## config.mk

```make
export PLATFORM = sky130hd
export DESIGN_NAME = ctrl_int
export DESIGN_NICKNAME = d
export VERILOG_FILES = /design/src/rtl/ctrl_int.sv
export SDC_FILE = /design/constraint.sdc
export NUM_CORES = 1
export LEC_CHECK = 0
export BUFFER_PORTS_ARGS = -buffer_cell sky130_fd_sc_hd__buf_2
export CORE_UTILIZATION = 51
export CTS_CLUSTER_DIAMETER = 200
export DETAILED_ROUTE_END_ITERATION = 10
export PLACE_DENSITY_LB_ADDON = 0.12
export SYNTH_ARGS = -nofsm -noshare
export SYNTH_HDL_FRONTEND = slang
export SYNTH_SLANG_ARGS = --single-unit
export TNS_END_PERCENT = 5
```

## constraint.sdc

```tcl
create_clock -name clk -period 2.9 [get_ports clk]
set_input_delay 0.435 -clock clk [delete_from_list [all_inputs] [get_ports clk]]
set_output_delay 0.435 -clock clk [all_outputs]
set_load 0.005 [all_outputs]
```

## src/rtl/ctrl_int.sv

```systemverilog
// ctrl_int: interrupt sequencer for the stack-based CPU.
// Latches rising edges on irq, picks the lowest eligible index at an
// instruction boundary, then walks the datapath through
// SAVE (push PC) -> VECTOR (jump) -> SERVICE -> RESTORE (pop PC).
// Optional build macro: CTRL_INT_WDOG_EN adds a service-timeout watchdog.
module ctrl_int #(
    parameter int                N_IRQ      = 4,
    parameter int                VEC_W      = 10,
    parameter logic [VEC_W-1:0]  VEC_BASE   = 10'h3C0,
    parameter int                VEC_STRIDE = 4,
    parameter int                WDOG_CYC   = 255
) (
    input  logic               clk,
    input  logic               reset,
    input  logic [N_IRQ-1:0]   irq,
    input  logic               mask_we,
    input  logic [N_IRQ-1:0]   mask_din,
    input  logic               boundary,
    input  logic               reti,
    output logic               stall,
    output logic               push_int,
    output logic               pop_int,
    output logic               s_vec,
    output logic [VEC_W-1:0]   vec,
    output logic [N_IRQ-1:0]   irq_ack,
    output logic               in_service,
    output logic [2:0]         active_id,
    output logic               wdog_err
);

    typedef enum logic [2:0] {IDLE, SAVE, VECTOR, SERVICE, RESTORE} state_t;

    state_t             state_q;
    logic [N_IRQ-1:0]   irq_dly_q;
    logic [N_IRQ-1:0]   pend_q, pend_d;
    logic [N_IRQ-1:0]   mask_q;
    logic [N_IRQ-1:0]   elig;
    logic [N_IRQ-1:0]   id_oh;
    logic [2:0]         sel_id;
    logic [2:0]         active_id_q;
    logic               stall_q, push_q, pop_q, svec_q, insvc_q;
    logic [N_IRQ-1:0]   ack_q;
    logic               wd_to;

    assign elig = pend_q & ~mask_q;

    // Fixed priority: lowest eligible index wins, and the one-hot of the active line
    always_comb begin
        sel_id = 3'd0;
        for (int i = N_IRQ - 1; i >= 0; i--)
            if (elig[i]) sel_id = 3'(i);
        id_oh = '0;
        for (int i = 0; i < N_IRQ; i++)
            id_oh[i] = (active_id_q == 3'(i));
    end

    // A fresh edge beats the acknowledge clear of the same bit
    always_comb begin
        pend_d = (pend_q & ~ack_q) | (irq & ~irq_dly_q);
    end

    // Edge-capture history, pending latch and mask register
    always_ff @(posedge clk) begin
        if (!reset) begin
            irq_dly_q <= '0;
            pend_q    <= '0;
            mask_q    <= '1;
        end else begin
            irq_dly_q <= irq;
            pend_q    <= pend_d;
            if (mask_we) mask_q <= mask_din;
        end
    end

`ifdef CTRL_INT_WDOG_EN
    localparam int WD_W = ($clog2(WDOG_CYC + 1) > 8) ? $clog2(WDOG_CYC + 1) : 8;
    logic [WD_W-1:0] wd_cnt_q;
    logic            wdog_err_q;

    // Timeout fires on the WDOG_CYC-th SERVICE cycle; a coincident reti takes precedence
    assign wd_to = (state_q == SERVICE) && !reti && (wd_cnt_q == WD_W'(WDOG_CYC - 1));

    // Service-cycle counter and sticky timeout flag
    always_ff @(posedge clk) begin
        if (!reset) begin
            wd_cnt_q   <= '0;
            wdog_err_q <= 1'b0;
        end else begin
            if (state_q == SERVICE) wd_cnt_q <= wd_cnt_q + 1'b1;
            else                    wd_cnt_q <= '0;
            if (wd_to) wdog_err_q <= 1'b1;
        end
    end

    assign wdog_err = wdog_err_q;
`else
    assign wd_to    = 1'b0;
    assign wdog_err = 1'b0;
`endif

    // Sequencer FSM; each output register is loaded with the value for the state being entered
    always_ff @(posedge clk) begin
        if (!reset) begin
            state_q     <= IDLE;
            active_id_q <= 3'd0;
            stall_q     <= 1'b0;
            push_q      <= 1'b0;
            pop_q       <= 1'b0;
            svec_q      <= 1'b0;
            ack_q       <= '0;
            insvc_q     <= 1'b0;
        end else begin
            stall_q <= 1'b0;
            push_q  <= 1'b0;
            pop_q   <= 1'b0;
            svec_q  <= 1'b0;
            ack_q   <= '0;
            insvc_q <= 1'b0;
            case (state_q)
                IDLE: begin
                    if ((|elig) && boundary) begin
                        state_q     <= SAVE;
                        active_id_q <= sel_id;
                        stall_q     <= 1'b1;
                        push_q      <= 1'b1;
                    end
                end
                SAVE: begin
                    state_q <= VECTOR;
                    stall_q <= 1'b1;
                    svec_q  <= 1'b1;
                    ack_q   <= id_oh;
                end
                VECTOR: begin
                    state_q <= SERVICE;
                    insvc_q <= 1'b1;
                end
                SERVICE: begin
                    insvc_q <= 1'b1;
                    if (reti || wd_to) begin
                        state_q <= RESTORE;
                        stall_q <= 1'b1;
                        pop_q   <= 1'b1;
                    end
                end
                RESTORE: state_q <= IDLE;
                default: state_q <= IDLE;
            endcase
        end
    end

    assign stall      = stall_q;
    assign push_int   = push_q;
    assign pop_int    = pop_q;
    assign s_vec      = svec_q;
    assign irq_ack    = ack_q;
    assign in_service = insvc_q;
    assign active_id  = active_id_q;
    assign vec        = VEC_BASE + VEC_W'(active_id_q) * VEC_W'(VEC_STRIDE);

endmodule
```

### After elaboration in Yosys (flattened, before gate mapping)

Index checks and enable logic that the tools add are counted.

| word-level totals | value |
|---|---|
| bits in registers | 27 |
| input bits | 13 |
| output and inout bits | 23 |

| operators by class | value |
|---|---|
| add/sub/neg operators | 1 |
| equal/unequal tests | 8 |
| mux-type cells | 12 |
| bitwise logic cells | 7 |
| reductions and logical operators | 10 |

Operator list:

| operator | number |
|---|---|
| $and 4x4->4 | 3 |
| $eq 3x2->1 const B | 4 |
| $mux 3 | 4 |
| $not 4->4 | 3 |
| $pmux 3 s4 | 1 |
| $reduce_and 2->1 | 5 |
| $add 7x6->8 const A | 1 |
| $eq 3x1->1 const B | 2 |
| $logic_not 3->1 | 2 |
| $mux 1 | 4 |
| $mux 2 | 2 |
| $ne 2x2->1 const B | 2 |
| $or 4x4->4 | 1 |
| $reduce_or 4->1 | 1 |
| $pmux 1 s3 | 1 |
| $reduce_or 2->1 | 1 |
| $logic_and 1x1->1 | 1 |

### Depth between registers and ports, before layout

| depth | value |
|---|---|
| word-level depth | 6 |
| depth in mapped cells | 5 |
| mapped depth without buffers | 4 |

### Worst setup path before layout

No wires, ideal clock.

| path | value |
|---|---|
| kind | input port to flip-flop |
| from | input port mask_we |
| to | register mask_q[0] |
| library setup time | 0.115 ns |
| arrival | 0.890 ns |
| path slack | 1.895 ns |
| cell stages on the path | 3 |
| path buffers | 1 |
| cell sequence | clkbuf_1 > mux2i_1 > nand2_1 |

RTL lines:

| item | RTL line | source |
|---|---|---|
| from (decl) | 16 | `input logic mask_we,` |
| to (signal assigned) | 71 | `if (mask_we) mask_q <= mask_din;` |
| to (decl) | 36 | `logic [N_IRQ-1:0] mask_q;` |

### Worst setup path after layout

| path | value |
|---|---|
| from | register active_id_q[0], in the netlist active_id[0] |
| to | output port vec[2] |

| on the way | value |
|---|---|
| longest elaborated chain between the ends | 1 |

RTL lines:

| item | RTL line | source |
|---|---|---|
| from (decl) | 40 | `logic [2:0] active_id_q;` |
| from (signal assigned) | 123 | `active_id_q <= sel_id;` |
| $add 7x6->8 | 159 | `assign vec = VEC_BASE + VEC_W'(active_id_q) * VEC_W'(VEC_STRIDE);` |
| to (decl) | 24 | `output logic [VEC_W-1:0] vec,` |

Every way passes these cells.

==> run_results.csv <==
group,metric,value,unit
logic_synthesis,synth-edff-count,0,
route,wl,1610,um
route,first_iter_violations,7,
floorplan,initial_utilization,57.0,%
timing,setup_viol,0,
clock_network,clkTransAtPathRegs,0.13,ns
floorplan,die_y,47.1,um
logic_synthesis,synth_compound_area_share,4.34,%
grt,grt_overflow,0,
clock_network,htree_levels,1,
floorplan,die_area,0.00222,mm^2
power,p_leak,0.568,nW
route,drc,0,
timing,finClkSkew,0.00288,ns
timing,setup_tns,0,ns
power,p_clk_share,28.6,%
layout,final_core_util,63.4,%
critical_path,crit_family,"flip-flops",
grt,grt_pass1_wl,2580,um
layout,area_growth,11.2,%
clock_network,cts.sinks,26,
power,p_seq_share,62.0,%
floorplan,rows,15,
placed_design,dpl.hpwl,1210,um
floorplan,pin_count,36,
layout,n_fill_cell,175,
layout,drive_gt1_share,29.4,%
logic_synthesis,syn_inst,104,
route,vias,695,
route,vias_per_cell,4.60,
critical_path,crit_path_end_kind,"primary output",
logic_synthesis,ys_ff_latch,26,
logic_synthesis,synth_top_cells_by_count,"dfxtp_1 (26), buf_4 (13), nand2_1 (10), nand2b_1 (10), a21oi_1 (7)",
logic_synthesis,synth_top_family_by_area,"simple AND/OR/NAND/NOR gates",
clock_network,clock_latency,0.32,ns
clock_network,cts_hold_buf,0,
critical_path,cpMaxStageDelayCell,"dfxtp_1",
power,total_power,0.621,mW
logic_synthesis,ys_seq_area_share,50.1,%
layout,fin_area,0.00115,mm^2
power,powerDensity,538,mW/mm^2
grt,track_usage,17.4,%
worst_hold_path,hp-class,"in -> reg",
critical_path,crit_chain,"buf_2",
critical_path,slowest_delay,0.46,ns
logic_synthesis,synthTopCellsByArea,"dfxtp_1 (50%), buf_4 (9.4%), nand2b_1 (6.0%)",
logic_synthesis,synth_cell_type_count,27,
critical_path,arrival,0.93,ns
clock_network,cts_root_buffer,"clkbuf_4",
critical_path,critPathMaxFanout,7,
placed_design,place_congestion,0.714,
floorplan,coreArea,0.00182,mm^2
route,first_pass_iters,4,
logic_synthesis,yosysWarnings,0,
placed_design,port_buffers,25,
critical_path,worst-path-buf-inv,1,
logic_synthesis,synthSimpleGateAreaFrac,28.1,%
power,switching_share,22.8,%
critical_path,cp.required,2.47,ns
logic_synthesis,synthesis.area,0.00104,mm^2
power,max-vdd-ir-drop,0.381,mV
route,ant_nets,0,
timing,fin_crit_sh,46.9,%
logic_synthesis,yosysMostFrequentCell,"dfxtp_1",
logic_synthesis,synth_xor_area_share,0,%
logic_synthesis,synth-main-ff-cell,"dfxtp_1",
critical_path,startpoint_type,"flip-flop",
power,p_switching,0.142,mW
timing,clock.fmax,735,MHz
logic_synthesis,synth_mux_area_share,5.78,%
grt,grt_antenna_before_repair,0,
clock_network,postCtsResizedCells,0,
timing,maxSlewViolCount,0,
logic_synthesis,yosys.area_share.adder,0,%
logic_synthesis,netlist.area_leader.share,50.1,%
timing,rsz0062_at_grt,"no",
job,maxCapViolCount,0,
critical_path,crit_type,"reg -> out",
layout,final_nets,140,
logic_synthesis,avgSynthCellArea,9.99,um^2
layout,seqCellArea,520,um^2
placed_design,postPlaceCellArea,0.00112,mm^2
route,wl_per_cell,10.7,um
clock_network,cts_inserted_buffers,3,
run_status,status,"finished clean",
layout,diodes,0,
layout,multi_input_area,434,um^2
timing,period_needed,1.36,ns
logic_synthesis,synth_top_area_cell,"dfxtp_1",
clock_network,post_cts_buffers,0,
floorplan,dieWidth,47.1,um
clock_network,clock_path_buffers,2,
grt,grt_max_degree,15,
power,pwr-share-comb,9.4,%
power,p_int,0.479,mW
timing,finalHoldViolations,0,
grt,grt_pass1_vias,569,
clock_network,cts_tree,"yes",
logic_synthesis,synthArstFlopShare,0,%
layout by cell type, fill, tap and decap left out:
cell type,instances
and2_1,4
conb_1,10
inv_1,2
and3_1,1
nand2_2,1
nand4_1,1
o21ai_0,2
nand2b_2,2
and3b_1,1
nor3_1,2
a21oi_1,7
nand2b_4,2
nor4b_4,1
clkbuf_4,3
nand2b_1,10
nand4_2,1
nor2b_1,1
clkbuf_8,1
nor4_1,1
dfxtp_1,26
nand3b_1,1
nand2_1,10
nand3_1,1
mux2i_1,6
nor2_1,3
buf_2,25
nor2_4,1
sequential cells by signal (all words and copies together) (netlist names), 2 cells and up:
name       flops
mask_q         4
irq_dly_q      4
pend_q         4
state_q        3
active_id      2
irq_ack        4
power by group through the flow:
stage	sequential [mW]	combinational, mW	clock [mW]
2_1_floorplan	0.391	0.0517	0
3_3_place_gp	0.392	0.0572	0
3_5_place_dp	0.393	0.0584	0
4_1_cts	0.385	0.0587	0.182
5_1_grt	0.388	0.0661	0.196
6_report	0.385	0.0584	0.178
routing by layer:
metal / part of all wire (%) / routed length, um / GRT usage (%) / up-vias
li1: - / - / - / 361
met5: 0 / 0 / 0 / -
met2: 44 / 712 / 27.2 / 30
met1: 49 / 785 / 23.7 / 300
met4: 1.4 / 22 / 6.86 / 0
met3: 5.8 / 94 / 3.46 / 4
kinds of logic (layout without fill, tap and decap cells):
group,after synthesis,count (layout)
simple gates,44,44
other cells,2,10
buf+inv,17,31
mux,6,6
compound gates,9,9
flops,26,26
path summary, 6_finish.rpt:
kind                                                start                      to  slack, ns  cells past startpoint
worst min register to register    irq_dly_q[1]$_SDFF_PN0_    pend_q[1]$_SDFF_PN0_       0.49                      2
worst max-delay path            active_id[0]$_SDFFE_PN0P_                  vec[2]       1.54                      1
worst max register to register    state_q[2]$_SDFFE_PN0P_   irq_ack[3]$_SDFF_PN0_       1.83                      3
worst min-delay path                          mask_din[3]  mask_q[3]$_SDFFE_PN1P_       0.32                      3
final cells by class:
| type | instances | area share, % |
|---|---|---|
| flip-flops and latches | 26 | 45.1 |
| repair buffers | 25 | 10.8 |
| well taps | 25 | 2.71 |
| inverters | 2 | 0.650 |
| clock buffers | 4 | 3.14 |
| multi-input cells | 69 | 37.6 |
per-stage QoR:
stage | std cells | worst slack (ns) | hold WS [ns]
after floorplan | 112 | 1.89 | 0.431
after global placement | 147 | 1.64 | 0.460
after detailed placement | 147 | 1.61 | 0.466
after CTS | 151 | 1.55 | 0.321
after global routing | 151 | 1.46 | 0.313
final | 151 | 1.54 | 0.322
Power figures use the tool's default switching activity.
